$ cat src/rtl/serial_subtractor_module.sv
// Multi-cycle two's-complement subtractor: Diff = A - B, DIGIT_W bits per clock through
// one shared adder slice (A + ~B + carry), reporting borrow, overflow, zero and negative.
module serial_subtractor_module #(
    parameter int N       = 32,
    parameter int DIGIT_W = 1
) (
    input  logic         clk,
    input  logic         rst_n,
    input  logic         in_valid,
    output logic         in_ready,
    input  logic [N-1:0] A,
    input  logic [N-1:0] B,
    output logic         out_valid,
    input  logic         out_ready,
    output logic [N-1:0] Diff,
    output logic         borrow_flag,
    output logic         overflow_flag,
    output logic         zero_flag,
    output logic         negative_flag
);
    localparam int STEPS  = N / DIGIT_W;
    localparam int STEP_W = (STEPS > 1) ? $clog2(STEPS) : 1;
    localparam logic [STEP_W-1:0] LAST_STEP = STEP_W'(STEPS - 1);

    if (DIGIT_W < 1 || (N % DIGIT_W) != 0) begin : g_bad_digit
        $error("serial_subtractor_module: DIGIT_W must be >= 1 and divide N");
    end

    typedef enum logic [1:0] {IDLE, RUN, DONE} state_t;

    state_t              state;
    logic [STEP_W-1:0]   step;
    logic                carry;
    logic [N-1:0]        a_sh;
    logic [N-1:0]        b_sh;
    logic [N-1:0]        res;
    logic                a_sign;
    logic                b_sign;

    logic [DIGIT_W:0]         slice_sum;
    logic [N+DIGIT_W-1:0]     res_cat;
    logic [N-1:0]             res_next;

    // The concatenation keeps the MSB-side shift legal even when DIGIT_W == N.
    always_comb begin
        slice_sum = {1'b0, a_sh[DIGIT_W-1:0]} + {1'b0, ~b_sh[DIGIT_W-1:0]}
                  + {{DIGIT_W{1'b0}}, carry};
        res_cat   = {slice_sum[DIGIT_W-1:0], res};
        res_next  = res_cat[N+DIGIT_W-1:DIGIT_W];
    end

    always_ff @(posedge clk or negedge rst_n) begin
        if (!rst_n) begin
            state         <= IDLE;
            step          <= '0;
            carry         <= 1'b0;
            a_sh          <= '0;
            b_sh          <= '0;
            res           <= '0;
            a_sign        <= 1'b0;
            b_sign        <= 1'b0;
            in_ready      <= 1'b0;
            out_valid     <= 1'b0;
            Diff          <= '0;
            borrow_flag   <= 1'b0;
            overflow_flag <= 1'b0;
            zero_flag     <= 1'b0;
            negative_flag <= 1'b0;
        end else begin
            case (state)
                IDLE: begin
                    in_ready <= 1'b1;
                    if (in_valid && in_ready) begin
                        a_sh     <= A;
                        b_sh     <= B;
                        a_sign   <= A[N-1];
                        b_sign   <= B[N-1];
                        carry    <= 1'b1;
                        step     <= '0;
                        in_ready <= 1'b0;
                        state    <= RUN;
                    end
                end
                RUN: begin
                    res   <= res_next;
                    carry <= slice_sum[DIGIT_W];
                    a_sh  <= a_sh >> DIGIT_W;
                    b_sh  <= b_sh >> DIGIT_W;
                    step  <= step + 1'b1;
                    // Sign copies are used here because the operand registers are shifted out.
                    if (step == LAST_STEP) begin
                        state         <= DONE;
                        out_valid     <= 1'b1;
                        Diff          <= res_next;
                        borrow_flag   <= ~slice_sum[DIGIT_W];
                        overflow_flag <= (a_sign != b_sign) && (res_next[N-1] != a_sign);
                        zero_flag     <= ~|res_next;
                        negative_flag <= res_next[N-1];
                    end
                end
                DONE: begin
                    if (out_ready) begin
                        state     <= IDLE;
                        out_valid <= 1'b0;
                        in_ready  <= 1'b1;
                    end
                end
                default: state <= IDLE;
            endcase
        end
    end

endmodule

$ cat config.mk
export PLATFORM = sky130hd
export DESIGN_NAME = serial_subtractor_module
export DESIGN_NICKNAME = d
export VERILOG_FILES = /design/src/rtl/serial_subtractor_module.sv
export SDC_FILE = /design/constraint.sdc
export NUM_CORES = 1
export LEC_CHECK = 0
export CORE_ASPECT_RATIO = 0.5
export CORE_MARGIN = 2
export CORE_UTILIZATION = 53
export DETAILED_ROUTE_END_ITERATION = 12
export GPL_TIMING_DRIVEN = 0
export PLACE_DENSITY = 0.85
export SYNTH_ARGS = -nofsm -noshare
export SYNTH_HDL_FRONTEND = slang
export SYNTH_SLANG_ARGS = --single-unit
export TNS_END_PERCENT = 1
$ cat constraint.sdc
create_clock -name clk -period 2.7 [get_ports clk]
set_input_delay 0.675 -clock clk [delete_from_list [all_inputs] [get_ports clk]]
set_output_delay 0.675 -clock clk [all_outputs]
set_load 0.02 [all_outputs]
==> results of run 1 <==
-- stage by stage --
stage          setup slack (ns)  instance area [um2]  setup TNS (ns)
3_5_place_dp              0.491                 7370               0
4_1_cts                   0.484                 7970               0
6_report                  0.507                 7970               0
3_3_place_gp              -4.58                 7340         -648.68
5_1_grt                   0.439                 7970               0
2_1_floorplan             0.837                 6110               0
-- state kept, by name, summed over array words and instances, names as in the netlist --
name           cells
res               31
in_ready           1
out_valid          1
step               5
state              2
carry              1
borrow_flag        1
a_sh              32
a_sign             1
b_sh              32
zero_flag          1
overflow_flag      1
b_sign             1
Diff              32
-- critical path, delay by kind of cell (launching register included) --
family	cells	cell delay (ns)
flops	1	0.40
buf+inv	2	0.71
-- worst max-delay path by stage --
stage	to	slack (ns)	cells after the start
2_1_floorplan	Diff[21]	0.84	7
3_3_place_gp	Diff[12]	-4.58	1
3_5_place_dp	a_sh[18]	0.49	6
4_1_cts	Diff[31]	0.48	2
5_1_grt	Diff[21]	0.44	7
6_report	Diff[31]	0.51	2
-- power by group through the flow --
stage                     registers [mW]  clock network, mW  logic (mW)
after floorplan                     3.38                  0        1.46
after global placement              3.32                  0        2.27
after detailed placement            3.36                  0        2.37
after CTS                           3.34               2.38        2.39
after global routing                3.43               2.48        2.64
final                               3.34               2.33        2.36
-- layout by cell type, fill, tap and decap left out, types with 5 or more instances in the layout --
master / instances
buf_12: 6
mux2_2: 34
buf_2: 14
clkbuf_1: 10
nor2_1: 5
clkdlybuf4s50_1: 104
dfrtp_1: 142
clkbuf_16: 17
nor4_1: 8
o21ai_1: 62
o21ai_0: 6
nand2_1: 166
mux2i_1: 63
-- layer usage --
layer  track usage (%)  vias to the layer above  routed length (um)
met1              29.8                     2226                5790
li1                  -                     2114                   -
met2              37.3                       76                6390
met3              4.67                       10                 374
met5                 0                        -                   0
met4              6.70                        0                 105
-- final cells by class --
type / instances / area share, %
Buffer: 35 / 3.47
Clock buffer: 18 / 5.51
Clock inverter: 14 / 1.98
Inverter: 3 / 0.141
Multi-Input combinational cell: 370 / 28.5
Sequential cell: 142 / 44.6
Tap cell: 145 / 2.28
Timing Repair Buffer: 106 / 13.6
-- cell families after synthesis --
logic type,count (synthesis),synth area share (%)
AO/OA/AOI/OAI,77,6.55
multiplexers,99,17.1
buffers and inverters,38,4.71
AND/OR/NAND/NOR,190,12.6
XOR/XNOR,1,0.143
flip-flops,142,58.2
adder cells (fa/ha/maj),3,0.737
==> results.cfg, run 1 <==
[run_status]
status = finished, final reports clean

[layout]
final_cells = 833
multi_input_area_mm2 = 0.00227
final_nets = 746
area_delta_synth_final_pct = 30.4
antennaDiodeCount = 0
post-route-util_pct = 71.7
seqCellArea_mm2 = 0.00355
fill_cells = 781
layout-drive-gt1-share_pct = 13.8

[sta]
report.final.hold_viol_count = 0
period_minus_slack_ns = 2.19
slew_headroom_pct = 67.1
fin_crit_sh_pct = 81.2
worstMarginPinSlew_ns = 0.494
clock.fmax_mhz = 456
maxSlewViolCount = 0
finalSetupViolCount = 0
finalClockSkew_ns = 0.0127
rsz0062_at_grt = no
hold_slack_ns = 0.166

[setup_path]
crit-reg2reg-launch = step[0]
required_ns = 2.03
rr_worst_depth = 7
cp-startpoint = Diff[31]
crit_arrival_ns = 1.52
setup.worst_path.class = reg2out
path_cells = buf_4 > clkdlybuf4s50_1
worst-r2r-setup-slack_ns = 0.54
critPathMaxFanout = 3
timing.rr.end = Diff[21]
worst_setup_path_start_kind = flop
end_kind = primary output
slowest_stage = clkdlybuf4s50_1
slowest_delay_ns = 0.59

[clock_network]
clk_pin_slew_ns = 0.06
cts_tree = built
clock_latency_ns = 0.41
h-tree-depth = 4
post_cts_buffers = 0
cts_root_buffer = clkbuf_16
clockBufferDepth = 2
cts_resized = 0
cts_buffers = 17
cts_sinks = 142
cts_hold_buf = 0

[logic_synthesis]
yosysSeqAreaShare_pct = 58.2
yosys.cell_types.count = 31
synth_most_common_cell = nand2_1
avgSynthCellArea_um2 = 11.1
syn_inst = 550
ys_ff_latch = 142
synth_area_leaders = dfrtp_1, mux2i_1, nand2_1
synth-edff-count = 0
synth_top_area_cell = dfrtp_1
synth_common_cells = nand2_1, dfrtp_1, mux2i_1, o21ai_1, mux2_2
synth.top_cell.area_share_pct = 58.2
syn_nets = 621
yosysWarnings = 0
synth_area_mm2 = 0.00611
ys_async_sr_fraction_pct = 100
synth_ff_type = dfrtp_1

[power_and_ir_drop]
switching_share_pct = 33.6
p_switching_mw = 2.70
ir_worst_vdd_v = 0.000586
total_power_mw = 8.03
p_seq_share_pct = 41.5
p_int_mw = 5.34
power_frac_comb_pct = 29.4
p_leak_nw = 3.56
pwr-share-clk_pct = 29.0
pwr_density_cell_mw_per_mm2 = 1010

[grt]
grt_antenna_before_repair = 0
grt_max_degree = 105
grt_pass1_vias = 4497
grt-ovfl-total = 0
gr-usage-all-layers_pct = 22.3
grt_pass1_wl_um = 21700

[route]
wl_per_cell_um = 15.2
vias_per_cell = 5.31
initialDrtViolationCount = 219
drc_errors = 0
drtPass1Iterations = 5
ant_nets = 0
wl_um = 12700
vias = 4426

[min_path]
hp-class = in2async

[placed_design]
dp_hpwl_um = 8600
gp_congestion = 0.785
dp.cells = 801
portBuffers = 105

[die]
die_h_um = 79.9
coreArea_mm2 = 0.0111
io-pin-count = 106
die_w_um = 156
dieArea_mm2 = 0.0125
placementRows = 27
initial_utilization_pct = 55.0

[flow_run]
drv_cap = 0
No activity file was read; power rests on OpenSTA's default activity.
==> run 2: changes to the inputs <==
==> constraint.sdc (replaced) <==
create_clock -name clk -period 2.25 [get_ports clk]
set_input_delay 0.5625 -clock clk [delete_from_list [all_inputs] [get_ports clk]]
set_output_delay 0.5625 -clock clk [all_outputs]
set_load 0.02 [all_outputs]
==> results.cfg, run 2 (synthesis gave the netlist of run 1 again) <==
[run_status]
status = finished, final reports clean

[grt]
gr-usage-all-layers_pct = 22.3
grt-ovfl-total = 0
grt_antenna_before_repair = 0
grt_max_degree = 105
grt_pass1_wl_um = 21700
grt_pass1_vias = 4497

[die]
die_w_um = 156
die_h_um = 79.9
placementRows = 27
coreArea_mm2 = 0.0111
dieArea_mm2 = 0.0125
io-pin-count = 106
initial_utilization_pct = 55.0

[route]
drtPass1Iterations = 5
drc_errors = 0
wl_um = 12700
wl_per_cell_um = 15.2
initialDrtViolationCount = 219
vias_per_cell = 5.31
ant_nets = 0
vias = 4425

[setup_path]
critPathMostFrequentCell = ha_1
slowest_stage = dfrtp_1
crit_arrival_ns = 2.42
required_ns = 2.54
end_kind = flop
critPathBufInv = 2
slowest_delay_ns = 0.41
worst_setup_path_start_kind = flop
path_cells = ha_1 > and3_1 > ha_1 > nand3b_1 > clkbuf_4 > buf_6 > mux2_2
setup.worst_path.class = reg2reg
critPathMaxFanout = 10
crit_family = adder cells

[layout]
mostFrequentLayoutCells = nand2_1, dfrtp_1, clkdlybuf4s50_1
final_area_mm2 = 0.00797
final_nets = 746
final_cells = 833
area_delta_synth_final_pct = 30.5
layout-drive-gt1-share_pct = 13.8
antennaDiodeCount = 0
layout_commonest_cell = nand2_1
largest_registers = Diff x32, a_sh x32, b_sh x32

[clock_network]
clock_latency_ns = 0.41
cts_tree = built
cts_root_buffer = clkbuf_16
clk_pin_slew_ns = 0.06
cts_sinks = 142
clockBufferDepth = 2
h-tree-depth = 4
cts_hold_buf = 0
cts_buffers = 17

[sta]
worstMarginPinSlew_ns = 0.494
report.final.hold_viol_count = 0
clock.fmax_mhz = 471
slew_headroom_pct = 67.1
period_minus_slack_ns = 2.12
fin_crit_sh_pct = 94.3
finalSetupViolCount = 0
rsz0062_at_grt = no
finalClockSkew_ns = 0.0127
maxSlewViolCount = 0

[placed_design]
dp_hpwl_um = 8600
placed_cell_area_mm2 = 0.00737
gp_congestion = 0.785
dp.cells = 801
portBuffers = 105

[power_and_ir_drop]
pwr_density_cell_mw_per_mm2 = 1210
ir_worst_vdd_v = 0.000703
p_leak_nw = 3.57

[flow_run]
drv_cap = 0

[min_path]
hp-class = in2async
-- run 2: cell count changes in the layout (fill, tap and decap cells not counted), sizes merged --
cell / change
buf: -1
clkbuf: +1
-- run 2: final timing paths --
kind,startpoint,to,slack [ns],cells past startpoint
setup reg to reg,step[0],Diff[21],0.13,7
hold reg to reg,b_sh[17],b_sh[16],0.49,2
hold / removal,rst_n,a_sh[11],0.05,1
min in group clk,b_sh[17],b_sh[16],0.49,2
max in group asynchronous,rst_n,res[20],1.40,2
setup / recovery,step[0],Diff[21],0.13,7
-- run 2: metrics by stage --
| step | hold slack [ns] | worst slack (ns) | TNS (ns) | power, mW | utilization (%) |
|---|---|---|---|---|---|
| after floorplan | 0.267 | 0.387 | 0 | 5.80 | - |
| after global placement | 0.460 | -4.92 | -696.60 | 6.71 | 66.1 |
| after detailed placement | 0.468 | 0.113 | 0 | 6.88 | 66.3 |
| after CTS | 0.0561 | 0.0860 | 0 | 9.72 | 71.7 |
| after global routing | 0.0664 | 0.0450 | 0 | 10.3 | 71.7 |
| final | 0.0536 | 0.128 | 0 | 9.64 | 71.7 |
-- run 2: cell type report --
class                           instances  area [um2]
Multi-Input combinational cell        370        2270
Clock buffer                           18         439
Timing Repair Buffer                  106        1080
Clock inverter                         14         158
Fill cell                             781        3140
Sequential cell                       142        3550
Buffer                                 35         279
Tap cell                              145         181
Inverter                                3        11.3
-- run 2: timing repair --
action,4_1_cts,5_1_grt
resized for setup,0,1
setup endpoints to repair,0,3
buffers inserted,0,0
-- run 2: power by group --
part,internal (mW),switching (mW)
Sequential,3.40,0.608
Clock,1.68,1.12
Combinational,1.33,1.51
-- run 2: per-layer routing --
| metal | part of all wire [%] | up-vias | GRT usage, % | wire length, um |
|---|---|---|---|---|
| li1 | - | 2114 | - | - |
| met1 | 46 | 2225 | 29.8 | 5800 |
| met4 | 0.83 | 0 | 6.70 | 105 |
| met3 | 3.0 | 10 | 4.67 | 374 |
| met5 | 0 | - | 0 | 0 |
| met2 | 50 | 76 | 37.3 | 6380 |
-- run 2: worst register-to-register path: cells and delay by family (launching register included) --
family / cells / cell delay (ns)
buf+inv: 2 / 0.43
simple gates: 2 / 0.37
mux: 1 / 0.34
flops: 1 / 0.41
fa+ha+maj: 2 / 0.47
==> run 3: changes to the inputs <==
--- a/config.mk
+++ b/config.mk
@@ -5,6 +5,7 @@
 export SDC_FILE = /design/constraint.sdc
 export NUM_CORES = 1
 export LEC_CHECK = 0
+export CAP_MARGIN = 5
 export CORE_ASPECT_RATIO = 0.5
 export CORE_MARGIN = 2
 export CORE_UTILIZATION = 53
==> results of run 3 <==
Final layout, timing and power as in run 2 (identical DEF).
